$ cat src/rtl/uart_rx_cmd_ctrl.sv
// Framed UART command receiver: SOF, CMD, LEN, payload, XOR checksum; holds a good frame until cmd_ready.
// Registered outputs (pay_data is a combinational buffer read); bytes arriving while a command is held are dropped with err_overrun.
module uart_rx_cmd_ctrl #(
  parameter int         MAX_LEN        = 8,
  parameter int         TIMEOUT_CYCLES = 5000,
  parameter logic [7:0] SOF            = 8'hAA
) (
  input  logic       clk,
  input  logic       reset,
  input  logic [7:0] rx_data,
  input  logic       rx_valid,
  output logic       cmd_valid,
  input  logic       cmd_ready,
  output logic [7:0] cmd_code,
  output logic [3:0] cmd_len,
  input  logic [3:0] pay_addr,
  output logic [7:0] pay_data,
  output logic       err_csum,
  output logic       err_len,
  output logic       err_timeout,
  output logic       err_overrun,
  output logic       busy
);

  localparam int            TW        = (TIMEOUT_CYCLES > 2) ? $clog2(TIMEOUT_CYCLES) : 1;
  localparam logic [TW-1:0] T_LAST    = TW'(TIMEOUT_CYCLES - 1);
  localparam logic [7:0]    MAX_LEN_B = 8'(MAX_LEN);

  typedef enum logic [2:0] {S_IDLE, S_CMD, S_LEN, S_PAYLOAD, S_CSUM, S_HOLD} state_t;

  state_t        state_q;
  logic [7:0]    code_q, csum_q, cmd_code_q;
  logic [3:0]    len_q, idx_q, cmd_len_q;
  logic [TW-1:0] tcnt_q;
  logic          cmd_valid_q, busy_q;
  logic          err_csum_q, err_len_q, err_timeout_q, err_overrun_q;
  logic [7:0]    buf_q [16];

  always_ff @(posedge clk or negedge reset) begin
    if (!reset) begin
      state_q       <= S_IDLE;
      code_q        <= 8'h00;
      csum_q        <= 8'h00;
      cmd_code_q    <= 8'h00;
      len_q         <= 4'd0;
      idx_q         <= 4'd0;
      cmd_len_q     <= 4'd0;
      tcnt_q        <= '0;
      cmd_valid_q   <= 1'b0;
      busy_q        <= 1'b0;
      err_csum_q    <= 1'b0;
      err_len_q     <= 1'b0;
      err_timeout_q <= 1'b0;
      err_overrun_q <= 1'b0;
    end else begin
      err_csum_q    <= 1'b0;
      err_len_q     <= 1'b0;
      err_timeout_q <= 1'b0;
      err_overrun_q <= 1'b0;
      case (state_q)
        S_IDLE: begin
          tcnt_q <= '0;
          if (rx_valid && rx_data == SOF) begin
            state_q <= S_CMD;
            busy_q  <= 1'b1;
          end
        end
        S_HOLD: begin
          tcnt_q <= '0;
          if (rx_valid) err_overrun_q <= 1'b1;
          if (cmd_ready) begin
            state_q     <= S_IDLE;
            cmd_valid_q <= 1'b0;
            busy_q      <= 1'b0;
          end
        end
        default: begin
          // A byte on the terminal count wins over the timeout.
          if (rx_valid) begin
            tcnt_q <= '0;
            case (state_q)
              S_CMD: begin
                code_q  <= rx_data;
                csum_q  <= rx_data;
                state_q <= S_LEN;
              end
              S_LEN: begin
                csum_q <= csum_q ^ rx_data;
                if (rx_data[7:4] != 4'd0 || rx_data > MAX_LEN_B) begin
                  err_len_q <= 1'b1;
                  state_q   <= S_IDLE;
                  busy_q    <= 1'b0;
                end else if (rx_data == 8'h00) begin
                  len_q   <= 4'd0;
                  state_q <= S_CSUM;
                end else begin
                  len_q   <= rx_data[3:0];
                  idx_q   <= 4'd0;
                  state_q <= S_PAYLOAD;
                end
              end
              S_PAYLOAD: begin
                csum_q <= csum_q ^ rx_data;
                idx_q  <= idx_q + 4'd1;
                if (idx_q == len_q - 4'd1) state_q <= S_CSUM;
              end
              S_CSUM: begin
                if (rx_data == csum_q) begin
                  state_q     <= S_HOLD;
                  cmd_valid_q <= 1'b1;
                  cmd_code_q  <= code_q;
                  cmd_len_q   <= len_q;
                end else begin
                  err_csum_q <= 1'b1;
                  state_q    <= S_IDLE;
                  busy_q     <= 1'b0;
                end
              end
              default: state_q <= S_IDLE;
            endcase
          end else if (tcnt_q == T_LAST) begin
            err_timeout_q <= 1'b1;
            tcnt_q        <= '0;
            state_q       <= S_IDLE;
            busy_q        <= 1'b0;
          end else begin
            tcnt_q <= tcnt_q + 1'b1;
          end
        end
      endcase
    end
  end

  // Payload storage carries no reset; reads are gated by cmd_len instead.
  always_ff @(posedge clk) begin
    if (state_q == S_PAYLOAD && rx_valid) buf_q[idx_q] <= rx_data;
  end

  assign pay_data    = (pay_addr < cmd_len_q) ? buf_q[pay_addr] : 8'h00;
  assign cmd_valid   = cmd_valid_q;
  assign cmd_code    = cmd_code_q;
  assign cmd_len     = cmd_len_q;
  assign busy        = busy_q;
  assign err_csum    = err_csum_q;
  assign err_len     = err_len_q;
  assign err_timeout = err_timeout_q;
  assign err_overrun = err_overrun_q;

endmodule

$ cat config.mk
export PLATFORM = sky130hd
export DESIGN_NAME = uart_rx_cmd_ctrl
export DESIGN_NICKNAME = d
export VERILOG_FILES = /design/src/rtl/uart_rx_cmd_ctrl.sv
export SDC_FILE = /design/constraint.sdc
export NUM_CORES = 1
export LEC_CHECK = 0
export CAP_MARGIN = 20
export CORE_MARGIN = 2
export CORE_UTILIZATION = 39
export CTS_CLUSTER_SIZE = 20
export DETAILED_ROUTE_END_ITERATION = 16
export PLACE_DENSITY = 0.66
export SLEW_MARGIN = 20
export SYNTH_ARGS = -nofsm -noshare
export SYNTH_HDL_FRONTEND = slang
export SYNTH_SLANG_ARGS = --single-unit
$ cat constraint.sdc
create_clock -name clk -period 2.2 [get_ports clk]
set_input_delay 0.33 -clock clk [delete_from_list [all_inputs] [get_ports clk]]
set_output_delay 0.33 -clock clk [all_outputs]
set_load 0.05 [all_outputs]
# Word-level counts from Yosys, hierarchy flattened
# Memories as Yosys holds them, arrays and structs flattened.
# Cells that the tools add are included.
dict set report totals {
  out_inout_bits 26
  elab_cells 109
  register_bits 58
  input_bits 16
  mem_count 1
  mem_bits_rw 128
}
dict set report classes {
  magnitude_cmp 2
  n_reduce_logical 22
  eq_ne 17
  mux 46
  n_addsub 3
  n_bitwise 4
}
# name words width read_ports rd_ports_with_merged_regs write_ports line_no
set mem_list {}
lappend mem_list {buf_q 16 8 1 0 1 37} ;# logic [7:0] buf_q [16];
# op count
set ops {}
lappend ops {{$mux W13} 3}
lappend ops {{$mux W1} 24}
lappend ops {{$mux W3} 8}
lappend ops {{$pmux W8 S2} 1}
lappend ops {{$add A13 B1 Y13 const B} 1}
lappend ops {{$eq A13 B13 Y1 const B} 1}
lappend ops {{$mux W4} 3}
lappend ops {{$pmux W3 S4} 1}
lappend ops {{$reduce_and A4 Y1} 3}
lappend ops {{$ne A5 B5 Y1 const B} 2}
lappend ops {{$reduce_and A5 Y1} 2}
lappend ops {{$reduce_bool A2 Y1} 5}
lappend ops {{$eq A8 B8 Y1} 1}
lappend ops {{$eq A8 B8 Y1 const B} 1}
lappend ops {{$gt A8 B4 Y1 const B} 1}
lappend ops {{$logic_not A8 Y1} 1}
lappend ops {{$mux W8} 1}
lappend ops {{$ne A2 B2 Y1 const B} 4}
lappend ops {{$pmux W4 S2} 1}
lappend ops {{$reduce_bool A4 Y1} 2}
lappend ops {{$xor A8 B8 Y8} 1}
lappend ops {{$eq A3 B2 Y1 const B} 2}
lappend ops {{$eq A3 B3 Y1 const B} 2}
lappend ops {{$pmux W1 S2} 3}
lappend ops {{other kinds (15)} 20}

# Logic depth before layout (Yosys ltp)
dict set report depth {
  word_depth 6
  ltp_mapped 7
}

# Worst setup path after synthesis
# Ideal clock, no wire load.
dict set report synth_timing {
  path_kind {register to output}
  from {reg cmd_len_q[1], in the netlist cmd_len[1]}
  to {out pay_data[0]}
  stages_incl_launch_ff 7
  t_arrival_ns 2.267
  path_buffers 0
  path_slack_ns -0.397
  path_cell_list {dfrtp_1 -> inv_1 -> ha_1 -> a21o_1 -> a21o_1 -> a21o_1 -> nor2b_1}
}
dict set report synth_between {
  elab_chain_len 2
}
# item line_no
set synth_lines {}
lappend synth_lines {{from (decl)} 33} ;# logic [3:0] len_q, idx_q, cmd_len_q;
lappend synth_lines {{from (signal assigned)} 112} ;# cmd_len_q <= len_q;
lappend synth_lines {{$lt A4 B4 Y1} 139} ;# assign pay_data = (pay_addr < cmd_len_q) ? buf_q[pay_addr] : 8'h00;
lappend synth_lines {{$mux W8} 139}
lappend synth_lines {{to (decl)} 17} ;# output logic [7:0] pay_data,
# No other way between the ends.

# Worst setup path in the final report
dict set report layout_timing {
  from {mem buf_q[7][6]}
  to {out pay_data[6]}
}
dict set report layout_between {
  elab_chain_len 2
}
# item line_no
set layout_lines {}
lappend layout_lines {{from (decl)} 37}
lappend layout_lines {{$mem_v2 Z16 W8} n/a}
lappend layout_lines {{$mux W8} 139}
# No other way between the ends.

==> flow_summary_export.csv <==
group,metric,value,unit
status,outcome,"finished, violations left",
status,violations,"setup timing",
worst_setup_path,max_stage_delay,0.52,ns
detailed_routing,wl_per_cell,19.7,µm
worst_setup_path,r2r_start,"state_q[1]",
cells_and_area,syn2layout_area_growth,27.6,%
worst_setup_path,crit_path_frequent_cell,"mux4_2",
clocking,ctsHtreeMaxLevel,4,
worst_setup_path,r2r_end,"buf_q[2][6]",
placed_design,place_congestion,0.841,
synthesis,ys_seq_area_share,67.3,%
die,dieArea,21300,µm²
die,die_h,146,µm
sta,fmaxAchievable,403,MHz
cells_and_area,num_antenna_cells,0,
synthesis,syn-mean-instance-area,16.2,µm²
die,start_util,40.1,%
clocking,cts_root_buffer,"clkbuf_16",
sta,grt_setup_unrepaired,"yes",
cells_and_area,final_cell_mix,"128 x edfxtp_1, 57 x buf_4, 56 x dfrtp_1",
detailed_routing,drc,0,
die,io_pins,42,
global_routing,grtUsageTotal,17.2,%
worst_setup_path,reg2regPathDepth,5,
worst_setup_path,cp.arrival,2.15,ns
clocking,clock_sinks,186,
clocking,cts.path.max_buffers,2,
sta,min_period,2.48,ns
worst_setup_path,worstSetupPathType,"reg -> out",
sta,hold_viol,0,
power,vdd_drop_max,0.648,mV
global_routing,grt_pass1_vias,4879,
synthesis,syn_inst,487,
detailed_routing,drt_iter0_markers,348,
worst_setup_path,required,1.87,ns
sta,timing.final.max_slew_violations,0,
synthesis,async_flop_share,31.2,%
sta,layout_setup_ws,-0.281,ns
global_routing,grt_pass1_wl,27.8,mm
global_routing,grt_start_max_net_pins,59,
die,rows,51,
worst_setup_path,r2r_slack,0.26,ns
die,coreArea,19700,µm²
detailed_routing,vias,4646,
detailed_routing,wirelength,17.3,mm
worst_setup_path,cp_max_fo,1,
placed_design,dp_hpwl,11.6,mm
cells_and_area,nets,625,
worst_hold_path,hp-class,"in -> async",
worst_setup_path,start_kind,"register",
global_routing,grt-ovfl-total,0,
sta,period_share,113,%
synthesis,synth_flop_cell,"edfxtp_1",
clocking,cts_tree,"yes",
synthesis,syn_area,7870,µm²
placed_design,pre_cts_slack,-0.436,ns
detailed_routing,antenna_left,0,
synthesis,synth_nets,512,
synthesis,synth_edf_count,128,
worst_setup_path,crit_path_top_delay_cell,"mux4_2",
clocking,path_clk_slew,0.07,ns
placed_design,placed_cell_area,9360,µm²
power,powerDensity,899,nW/µm²
detailed_routing,vias_per_cell,5.29,
worst_setup_path,path_cells,"mux4_2, mux4_2, nor2b_4, buf_12",
power,leakage,3.76,nW
synthesis,synthDistinctLibCells,42,
synthesis,ys_seq_elements,186,
worst_setup_path,worstSetupEndpointType,"output pin",
detailed_routing,first_pass_iters,5,
clocking,clock_latency,0.43,ns
clocking,cts_buffers,17,
run,drv_cap,0,
placed_design,portBuffers,41,
sta,final.setup_skew,0.0115,ns
cells_and_area,fin_area,10000,µm²
cells_and_area,drive_above_1_share,31.8,%
cells_and_area,final_common_cell,"edfxtp_1",
global_routing,antenna_found_initial,0,
sta,worst_pin_slew,0.520,ns
sta,maxSlewHeadroom,65.2,%
synthesis,yosys_warnings,0,
sta,setup-violations-final,8,
die,die_width,146,µm
synth_stat cells (all sizes together), types with 9 or more instances:
cell type,instances,share of area [%]
mux2,21,3.0
buf,11,0.65
nand2,36,1.7
nor2b,10,0.79
mux4,40,11
and3,10,0.79
ha,9,1.4
dfrtp,58,18
inv,14,0.67
edfxtp,128,49
nor4,9,0.91
xnor2,16,1.8
xor2,18,2.0
clkbuf,10,0.48
nor2,29,1.4
per-layer routing:
layer  vias to the layer above  global-route usage [%]  routed length, µm  share of wire (%)
li1                       2082                       -                  -                  -
met4                         0                    5.15                374                2.2
met2                       138                    28.1               8640                 50
met1                      2401                    22.9               7390                 43
met5                         -                       0                  0                  0
met3                        25                    4.47                921                5.3
per-stage QoR:
stage | std cells | power [W] | hold WS, ns | TNS [ns] | util (%)
2_1_floorplan | 487 | 0.00548 | 0.0344 | 0 | -
3_3_place_gp | 839 | 0.00605 | 0.353 | -7.85 | 47.6
3_5_place_dp | 839 | 0.00612 | 0.368 | -8.78 | 47.6
4_1_cts | 878 | 0.00908 | 0.436 | -1.89 | 51.1
5_1_grt | 878 | 0.00946 | 0.483 | -2.28 | 51.1
6_report | 878 | 0.00903 | 0.440 | -1.77 | 51.1
power breakdown:
group	leakage (nW)	internal (W)	switching [W]
Clock	0.282	0.00152	0.00143
Sequential	1.89	0.00403	0.000256
Combinational	1.59	0.000848	0.000947
what timing repair did:
action	4_1_cts	5_1_grt
setup buffers	5	0
setup endpoints to repair	8	17
resized for setup	6	2
hold endpoints to repair	58	0
gates cloned	1	0
hold buffers	1	0
pin swaps	4	1
final cells by class:
class / count / area, µm²
repair buffers: 115 / 1250
multi-input cells: 266 / 2530
flip-flops and latches: 186 / 5300
clock buffers: 18 / 429
clock inverters: 14 / 149
inverters: 14 / 52.6
fillers: 1626 / 9610
well taps: 265 / 332
how the worst max path moves through the flow:
stage	start	end	slack (ns)
after global routing	buf_q[7][6]	pay_data[6]	-0.33
after global placement	pay_addr[1]	pay_data[7]	-0.42
after CTS	buf_q[7][6]	pay_data[6]	-0.29
after floorplan	pay_addr[0]	pay_data[0]	0.01
final	buf_q[7][6]	pay_data[6]	-0.28
after detailed placement	pay_addr[1]	pay_data[7]	-0.44
state kept, by name, summed over array words and instances, names as in the netlist, 3 cells and up:
register  cells
idx_q         4
csum_q        8
state_q       3
tcnt_q       13
cmd_len       4
code_q        8
buf_q       128
len_q         4
cmd_code      8
worst max-delay path, delay by kind of cell, from the launching register on:
kind                   cells  cell delay, ns
buffers and inverters      1            0.15
DFF                        1            0.38
muxes                      2            1.03
and+or+nand+nor            1            0.16
cells by family (layout without fill, tap and decap cells):
kind of cell	Yosys count	in the layout	share of synthesized area, %
flip-flops	186	186	67.3
AO/OA/AOI/OAI	33	33	2.83
AND/OR/NAND/NOR	127	127	8.20
adder cells (fa/ha/maj)	9	9	1.43
buffers and inverters	35	161	1.80
multiplexers	63	63	14.7
XOR/XNOR	34	34	3.78
(Power assumes the default switching activity.)
